$ cat src/rtl/automata_ctrl_pkg.sv
// Shared types and default sizing for the automaton run controller and its report FIFO.
package automata_ctrl_pkg;

  localparam int DEF_NUM_REQ    = 4;
  localparam int DEF_NUM_REPORT = 4;
  localparam int DEF_FIFO_DEPTH = 4;
  localparam int DEF_IDX_W      = 16;

  typedef enum logic [1:0] {
    ST_IDLE   = 2'd0,
    ST_FLUSH  = 2'd1,
    ST_STREAM = 2'd2,
    ST_DRAIN  = 2'd3
  } run_state_e;

  typedef struct packed {
    logic [$clog2(DEF_NUM_REQ)-1:0] req_id;
    logic [DEF_IDX_W-1:0]           index;
    logic [DEF_NUM_REPORT-1:0]      vector;
  } rpt_rec_t;

endpackage

$ cat src/rtl/automata_rpt_fifo.sv
// Circular report FIFO; the head entry is presented combinationally from the storage registers.
module automata_rpt_fifo
  import automata_ctrl_pkg::*;
#(
  parameter type T     = rpt_rec_t,
  parameter int  DEPTH = DEF_FIFO_DEPTH,
  localparam int PW    = $clog2(DEPTH),
  localparam int CW    = PW + 1
) (
  input  logic          clk_i,
  input  logic          rst_ni,
  input  logic          push_i,
  input  T              data_i,
  input  logic          pop_i,
  output T              head_o,
  output logic [CW-1:0] count_o
);

  T              mem [DEPTH];
  logic [PW-1:0] rd_ptr;
  logic [PW-1:0] wr_ptr;
  logic [CW-1:0] count;
  logic          do_push;
  logic          do_pop;

  // A push into a full FIFO is only taken when the head leaves in the same cycle.
  always_comb begin
    do_pop  = pop_i && (count != '0);
    do_push = push_i && ((count != CW'(DEPTH)) || do_pop);
  end

  // Storage, pointers and occupancy.
  always_ff @(posedge clk_i or negedge rst_ni) begin
    if (!rst_ni) begin
      rd_ptr <= '0;
      wr_ptr <= '0;
      count  <= '0;
      for (int i = 0; i < DEPTH; i++) begin
        mem[i] <= '0;
      end
    end else begin
      if (do_push) begin
        mem[wr_ptr] <= data_i;
        wr_ptr      <= wr_ptr + PW'(1);
      end
      if (do_pop) begin
        rd_ptr <= rd_ptr + PW'(1);
      end
      case ({do_push, do_pop})
        2'b10:   count <= count + CW'(1);
        2'b01:   count <= count - CW'(1);
        default: count <= count;
      endcase
    end
  end

  assign head_o  = mem[rd_ptr];
  assign count_o = count;

endmodule

$ cat src/rtl/automata_run_ctrl.sv
// Arbitrates symbol-stream sessions onto one automaton and queues its reports with the
// owning requester and the index of the symbol that produced them.
module automata_run_ctrl
  import automata_ctrl_pkg::*;
#(
  parameter int  NUM_REQ    = DEF_NUM_REQ,
  parameter int  NUM_REPORT = DEF_NUM_REPORT,
  parameter int  FIFO_DEPTH = DEF_FIFO_DEPTH,
  parameter int  IDX_W      = DEF_IDX_W,
  localparam int ID_W       = (NUM_REQ > 1) ? $clog2(NUM_REQ) : 1,
  localparam int CW         = $clog2(FIFO_DEPTH) + 1
) (
  input  logic                  clk_i,
  input  logic                  rst_ni,
  input  logic [NUM_REQ-1:0]    req_valid_i,
  input  logic [NUM_REQ*8-1:0]  req_symbol_i,
  input  logic [NUM_REQ-1:0]    req_last_i,
  output logic [NUM_REQ-1:0]    req_ready_o,
  output logic                  am_reset_o,
  output logic                  am_run_o,
  output logic [7:0]            am_symbol_o,
  input  logic [NUM_REPORT-1:0] am_report_i,
  output logic                  rpt_valid_o,
  input  logic                  rpt_ready_i,
  output logic [ID_W-1:0]       rpt_req_id_o,
  output logic [IDX_W-1:0]      rpt_index_o,
  output logic [NUM_REPORT-1:0] rpt_vector_o,
  output logic                  busy_o
);

  typedef struct packed {
    logic [ID_W-1:0]       req_id;
    logic [IDX_W-1:0]      index;
    logic [NUM_REPORT-1:0] vector;
  } rec_t;

  run_state_e       state;
  run_state_e       state_next;
  logic [ID_W-1:0]  rr_ptr;
  logic [ID_W-1:0]  grant_id;
  logic [ID_W-1:0]  arb_id;
  logic             arb_hit;
  logic [IDX_W-1:0] sym_idx;
  logic [IDX_W-1:0] infl_idx;
  logic             infl;
  logic [7:0]       sym_hold;
  logic [7:0]       cur_sym;
  logic             am_reset_q;
  logic             room;
  logic             accept;
  logic             push;
  logic             pop;
  logic [CW-1:0]    fifo_count;
  rec_t             push_rec;
  rec_t             head_rec;

  // Round-robin search starting at rr_ptr.
  always_comb begin
    arb_hit = 1'b0;
    arb_id  = rr_ptr;
    for (int i = 0; i < NUM_REQ; i++) begin
      if (!arb_hit && req_valid_i[(int'(rr_ptr) + i) % NUM_REQ]) begin
        arb_hit = 1'b1;
        arb_id  = ID_W'((int'(rr_ptr) + i) % NUM_REQ);
      end else begin
        arb_hit = arb_hit;
      end
    end
  end

  // Credit check counts the report that may still arrive for the previous accept.
  always_comb begin
    cur_sym = req_symbol_i[8*int'(grant_id) +: 8];
    room    = ({1'b0, fifo_count} + {{CW{1'b0}}, infl}) < (CW+1)'(FIFO_DEPTH);
    accept  = (state == ST_STREAM) && req_valid_i[grant_id] && room;
    push    = infl && (am_report_i != '0);
    pop     = rpt_ready_i && rpt_valid_o;
    push_rec = '{req_id: grant_id, index: infl_idx, vector: am_report_i};
  end

  // FSM state register.
  always_ff @(posedge clk_i or negedge rst_ni) begin
    if (!rst_ni) begin
      state <= ST_IDLE;
    end else begin
      state <= state_next;
    end
  end

  // FSM next-state logic.
  always_comb begin
    state_next = state;
    case (state)
      ST_IDLE: begin
        if (arb_hit) state_next = ST_FLUSH;
        else         state_next = ST_IDLE;
      end
      ST_FLUSH: state_next = ST_STREAM;
      ST_STREAM: begin
        if (accept && req_last_i[grant_id]) state_next = ST_DRAIN;
        else                                state_next = ST_STREAM;
      end
      ST_DRAIN: state_next = ST_IDLE;
      default:  state_next = ST_IDLE;
    endcase
  end

  // FSM outputs.
  always_comb begin
    req_ready_o = '0;
    if ((state == ST_STREAM) && room) begin
      req_ready_o[grant_id] = 1'b1;
    end else begin
      req_ready_o = '0;
    end
    am_run_o    = accept;
    am_symbol_o = accept ? cur_sym : sym_hold;
    busy_o      = (state != ST_IDLE);
    am_reset_o  = am_reset_q;
  end

  // Session datapath; am_reset_q powers up high so the automaton is held during reset.
  always_ff @(posedge clk_i or negedge rst_ni) begin
    if (!rst_ni) begin
      am_reset_q <= 1'b1;
      rr_ptr     <= '0;
      grant_id   <= '0;
      sym_idx    <= '0;
      infl_idx   <= '0;
      infl       <= 1'b0;
      sym_hold   <= 8'h00;
    end else begin
      am_reset_q <= (state_next == ST_FLUSH);
      infl       <= accept;
      if ((state == ST_IDLE) && arb_hit) begin
        grant_id <= arb_id;
      end
      if (state == ST_FLUSH) begin
        sym_idx <= '0;
      end else if (accept) begin
        sym_idx <= sym_idx + IDX_W'(1);
      end
      if (accept) begin
        infl_idx <= sym_idx;
        sym_hold <= cur_sym;
      end
      if (state == ST_DRAIN) begin
        rr_ptr <= (grant_id == ID_W'(NUM_REQ - 1)) ? '0 : grant_id + ID_W'(1);
      end
    end
  end

  automata_rpt_fifo #(
    .T     (rec_t),
    .DEPTH (FIFO_DEPTH)
  ) u_fifo (
    .clk_i   (clk_i),
    .rst_ni  (rst_ni),
    .push_i  (push),
    .data_i  (push_rec),
    .pop_i   (pop),
    .head_o  (head_rec),
    .count_o (fifo_count)
  );

  assign rpt_valid_o  = (fifo_count != '0);
  assign rpt_req_id_o = head_rec.req_id;
  assign rpt_index_o  = head_rec.index;
  assign rpt_vector_o = head_rec.vector;

endmodule

$ cat config.mk
export PLATFORM = sky130hd
export DESIGN_NAME = automata_run_ctrl
export DESIGN_NICKNAME = d
export VERILOG_FILES = /design/src/rtl/automata_ctrl_pkg.sv /design/src/rtl/automata_rpt_fifo.sv /design/src/rtl/automata_run_ctrl.sv
export SDC_FILE = /design/constraint.sdc
export NUM_CORES = 1
export LEC_CHECK = 0
export ABC_AREA = 1
export BUFFER_PORTS_ARGS = -buffer_cell sky130_fd_sc_hd__buf_2
export CAP_MARGIN = 30
export CORE_MARGIN = 4
export CORE_UTILIZATION = 25
export DETAILED_ROUTE_END_ITERATION = 16
export GPL_TIMING_DRIVEN = 0
export SLEW_MARGIN = 20
export SYNTH_ARGS = -nofsm -noshare
export SYNTH_HDL_FRONTEND = slang
export SYNTH_HIERARCHICAL = 1
export SYNTH_SLANG_ARGS = --single-unit
$ cat constraint.sdc
create_clock -name clk_i -period 1.9 [get_ports clk_i]
set_input_delay 0.19 -clock clk_i [delete_from_list [all_inputs] [get_ports clk_i]]
set_output_delay 0.19 -clock clk_i [all_outputs]
set_load 0.05 [all_outputs]
==> metrics <==
status finished with violations; failing checks negative setup slack; via count 7318; Req. time, crit path 1.71 ns; iteration count of the initial detailed-routing pass 5; critical path type flip-flop to primary output; prevailing post-synth register cell dfrtp_1; DP Wirelength 16100 um; later-pin clock latency in the skew report 0.43 ns; antenna violations before repair 0; final net count 1159; CP endpoint kind primary output; Peak VDD IR 0.848 mV; Worst setup SP type flip-flop; fraction of the yosys area taken by sequential cells 47.5%; grt total ovfl 0; fin area 10500 sq um; worst hold path endpoint u_fifo/mem[69]; clk buf depth 2; Syn Nets 1011; Max-cap violations 0; RSZ-0062 raised after global routing yes; num ports 85; Initial Util 25.4%; XOR/XNOR Fraction of Synth Area 0.930%; final hold vios 0; vias in the first global route 7148; max-slew violation count 0; Synth area leaders dfrtp_1 47%, nand2_1 14%, nand4_1 7.8%; Max Fclk 450 MHz; Hold Crit Depth 3; Worst Path Max Fanout 8; Synth Area in Compound Gates 10.1%; synth unique cells 41; clock root buffer clkbuf_16; Leak 0.00503 uW; clock buffer count from CTS 17; Worst Reg2Reg Path Length in Cells 12; period utilization 117%; Via-to-Cell Ratio 4.88; Cells after Synth 948; Worst-path clk slew 0.07 ns; Adder-Cell Fraction of Synth Area 2.76%; wire per inst 16.4 um; IO Port Bufs 84; largest family of logic cells by synthesized area simple AND/OR/NAND/NOR gates; Power Density 1810 nW/um^2; type of the worst min-delay path input pin to flip-flop; Avg Cell Area, Syn 7.95 sq um; diode count 0; clock skew 0.0101 ns; mapped cell area 7530 sq um; P&R area growth vs syn 39.9%; Area after DPL 8630 sq um; DIE HEIGHT 182 um; H-Tree Depth 4; GRT Overall Usage 14.3%; hold path startpoint am_report_i[3]; EDFF count, synth 0; Setup WS pre-CTS -0.473 ns; Slew @ Worst Pin 0.605 ns; worst r2r dst u_fifo/count_o[2]; Initial DRC Count 684; Syn. warnings 6; Horiz. Die Dim 182 um; ANT nets after route 0; largest net degree at the start of global routing 94; Slew HR 59.7%; asr flop ratio synth 100%; post-layout util 35.5%; Final setup violation count 20; total die area 33000 sq um; Synth area leader dfrtp_1; Remaining DRCs 0; final setup margin -0.324 ns; routability cong. 0.853; Post-synth top cells 277 x nand2_1, 142 x dfrtp_1, 106 x nor2_1, 94 x nand4_1, 87 x o21ai_0; Data arrival, critical path 2.03 ns; Worst R2R Setup Slack -0.09 ns; fin crit period 2.22 ns; mux cell area share after synthesis 0%; fraction of layout cells with a size suffix above 1 30.2%; post-synth top area share 47.2%; top-count cell post-synth nand2_1; simple logic cell fraction of the synthesized area 30.8%; Yosys reg bits 143; first-pass GRT wire length 38100 um; Routed WL 24600 um; clock sinks 143; Core ar. 29700 sq um; launching point of the worst reg2reg path u_fifo/count_o[1]; CTS tree done; number of core rows 63
[timing repair]
item / in CTS / in global routing
setup endpoints to repair: 67 / 52
hold buffers: 1 / 0
setup buffers: 26 / 12
endpoints found under the hold margin: 49 / 0
gates resized for setup: 189 / 102
gates cloned: 4 / 3
pin swaps: 28 / 29
[flip-flops by register name, summed over array words and instances, names as in the netlist]
| register | count |
|---|---|
| u_fifo/mem | 88 |
| infl_idx | 16 |
| sym_idx | 16 |
| sym_hold | 8 |
| u_fifo/count_o | 3 |
| grant_id | 2 |
| rr_ptr | 2 |
| state | 2 |
| u_fifo/rd_ptr | 2 |
| u_fifo/wr_ptr | 2 |
| am_reset_o | 1 |
| infl | 1 |
[metrics by stage]
| step | TNS, ns | cells | total power, uW | hold WS, ns |
|---|---|---|---|---|
| 2_1_floorplan | -0.537 | 948 | 10200 | -0.106 |
| 3_3_place_gp | -228.52 | 1422 | 12300 | 0.449 |
| 3_5_place_dp | -6.69 | 1423 | 12400 | 0.129 |
| 4_1_cts | -3.06 | 1486 | 18000 | 0.0457 |
| 5_1_grt | -5.04 | 1499 | 20100 | 0.0514 |
| 6_report | -3.07 | 1499 | 19100 | 0.0637 |
[metal layers]
metal / share of wire, % / GRT usage [%] / wire (um) / vias to the layer above
met2: 47 / 23.2 / 11700 / 338
li1: - / - / - / 3490
met3: 7.9 / 3.75 / 1930 / 26
met5: 0 / 0 / 0 / -
met1: 43 / 19.3 / 10700 / 3464
met4: 1.3 / 3.03 / 317 / 0
[final cells by class]
| type | instances | area (sq um) |
|---|---|---|
| fillers | 3002 | 19200 |
| multi-input cells | 687 | 3940 |
| flip-flops and latches | 143 | 3590 |
| repair buffers | 131 | 1170 |
| plain buffers | 62 | 549 |
| well taps | 390 | 488 |
| clock buffers | 19 | 443 |
| inverters | 54 | 213 |
| clock inverters | 13 | 156 |
[worst max path at each step]
stage	from	to	slack [ns]	depth (start not counted)
after CTS	grant_id[0]	am_symbol_o[2]	-0.34	6
final	grant_id[0]	am_symbol_o[2]	-0.32	6
after global placement	rst_ni	sym_idx[9]	-1.57	1
after global routing	grant_id[0]	am_symbol_o[0]	-0.39	6
after floorplan	state[0]	sym_hold[0]	-0.04	7
after detailed placement	state[0]	am_symbol_o[2]	-0.47	8
[power breakdown]
group | switching [uW] | internal, uW | leakage [uW] | total (uW)
sequential | 590 | 3740 | 0.00192 | 4330
combinational | 7020 | 4350 | 0.00283 | 11400
clock | 1410 | 2000 | 0.000287 | 3410
total | 9020 | 10100 | 0.00503 | 19100
[critical path: stages (launching register included)]
cell and delay, ns:
dfrtp_2 0.48, o211ai_1 0.35, a21oi_4 0.12, buf_6 0.15, buf_12 0.14, a31oi_4 0.16
buf_6 0.19
[cell families after synthesis]
logic type | after synthesis
flops | 143
simple gates | 526
xor+xnor | 8
buf+inv | 118
fa+ha+maj | 16
compound gates | 137
[cells in the final DEF, fill, tap and decap left out, types with 21 or more instances in the layout]
master | netlist | final
buf_4 | 12 | 41
o21ai_0 | 87 | 52
buf_2 | 18 | 61
nor2_1 | 106 | 82
nand4_1 | 94 | 94
buf_6 | 11 | 54
nand2_1 | 277 | 273
clkbuf_16 | 0 | 21
inv_1 | 47 | 40
dfrtp_1 | 142 | 137
nand3_1 | 28 | 26
Power figures use the tool's default switching activity.
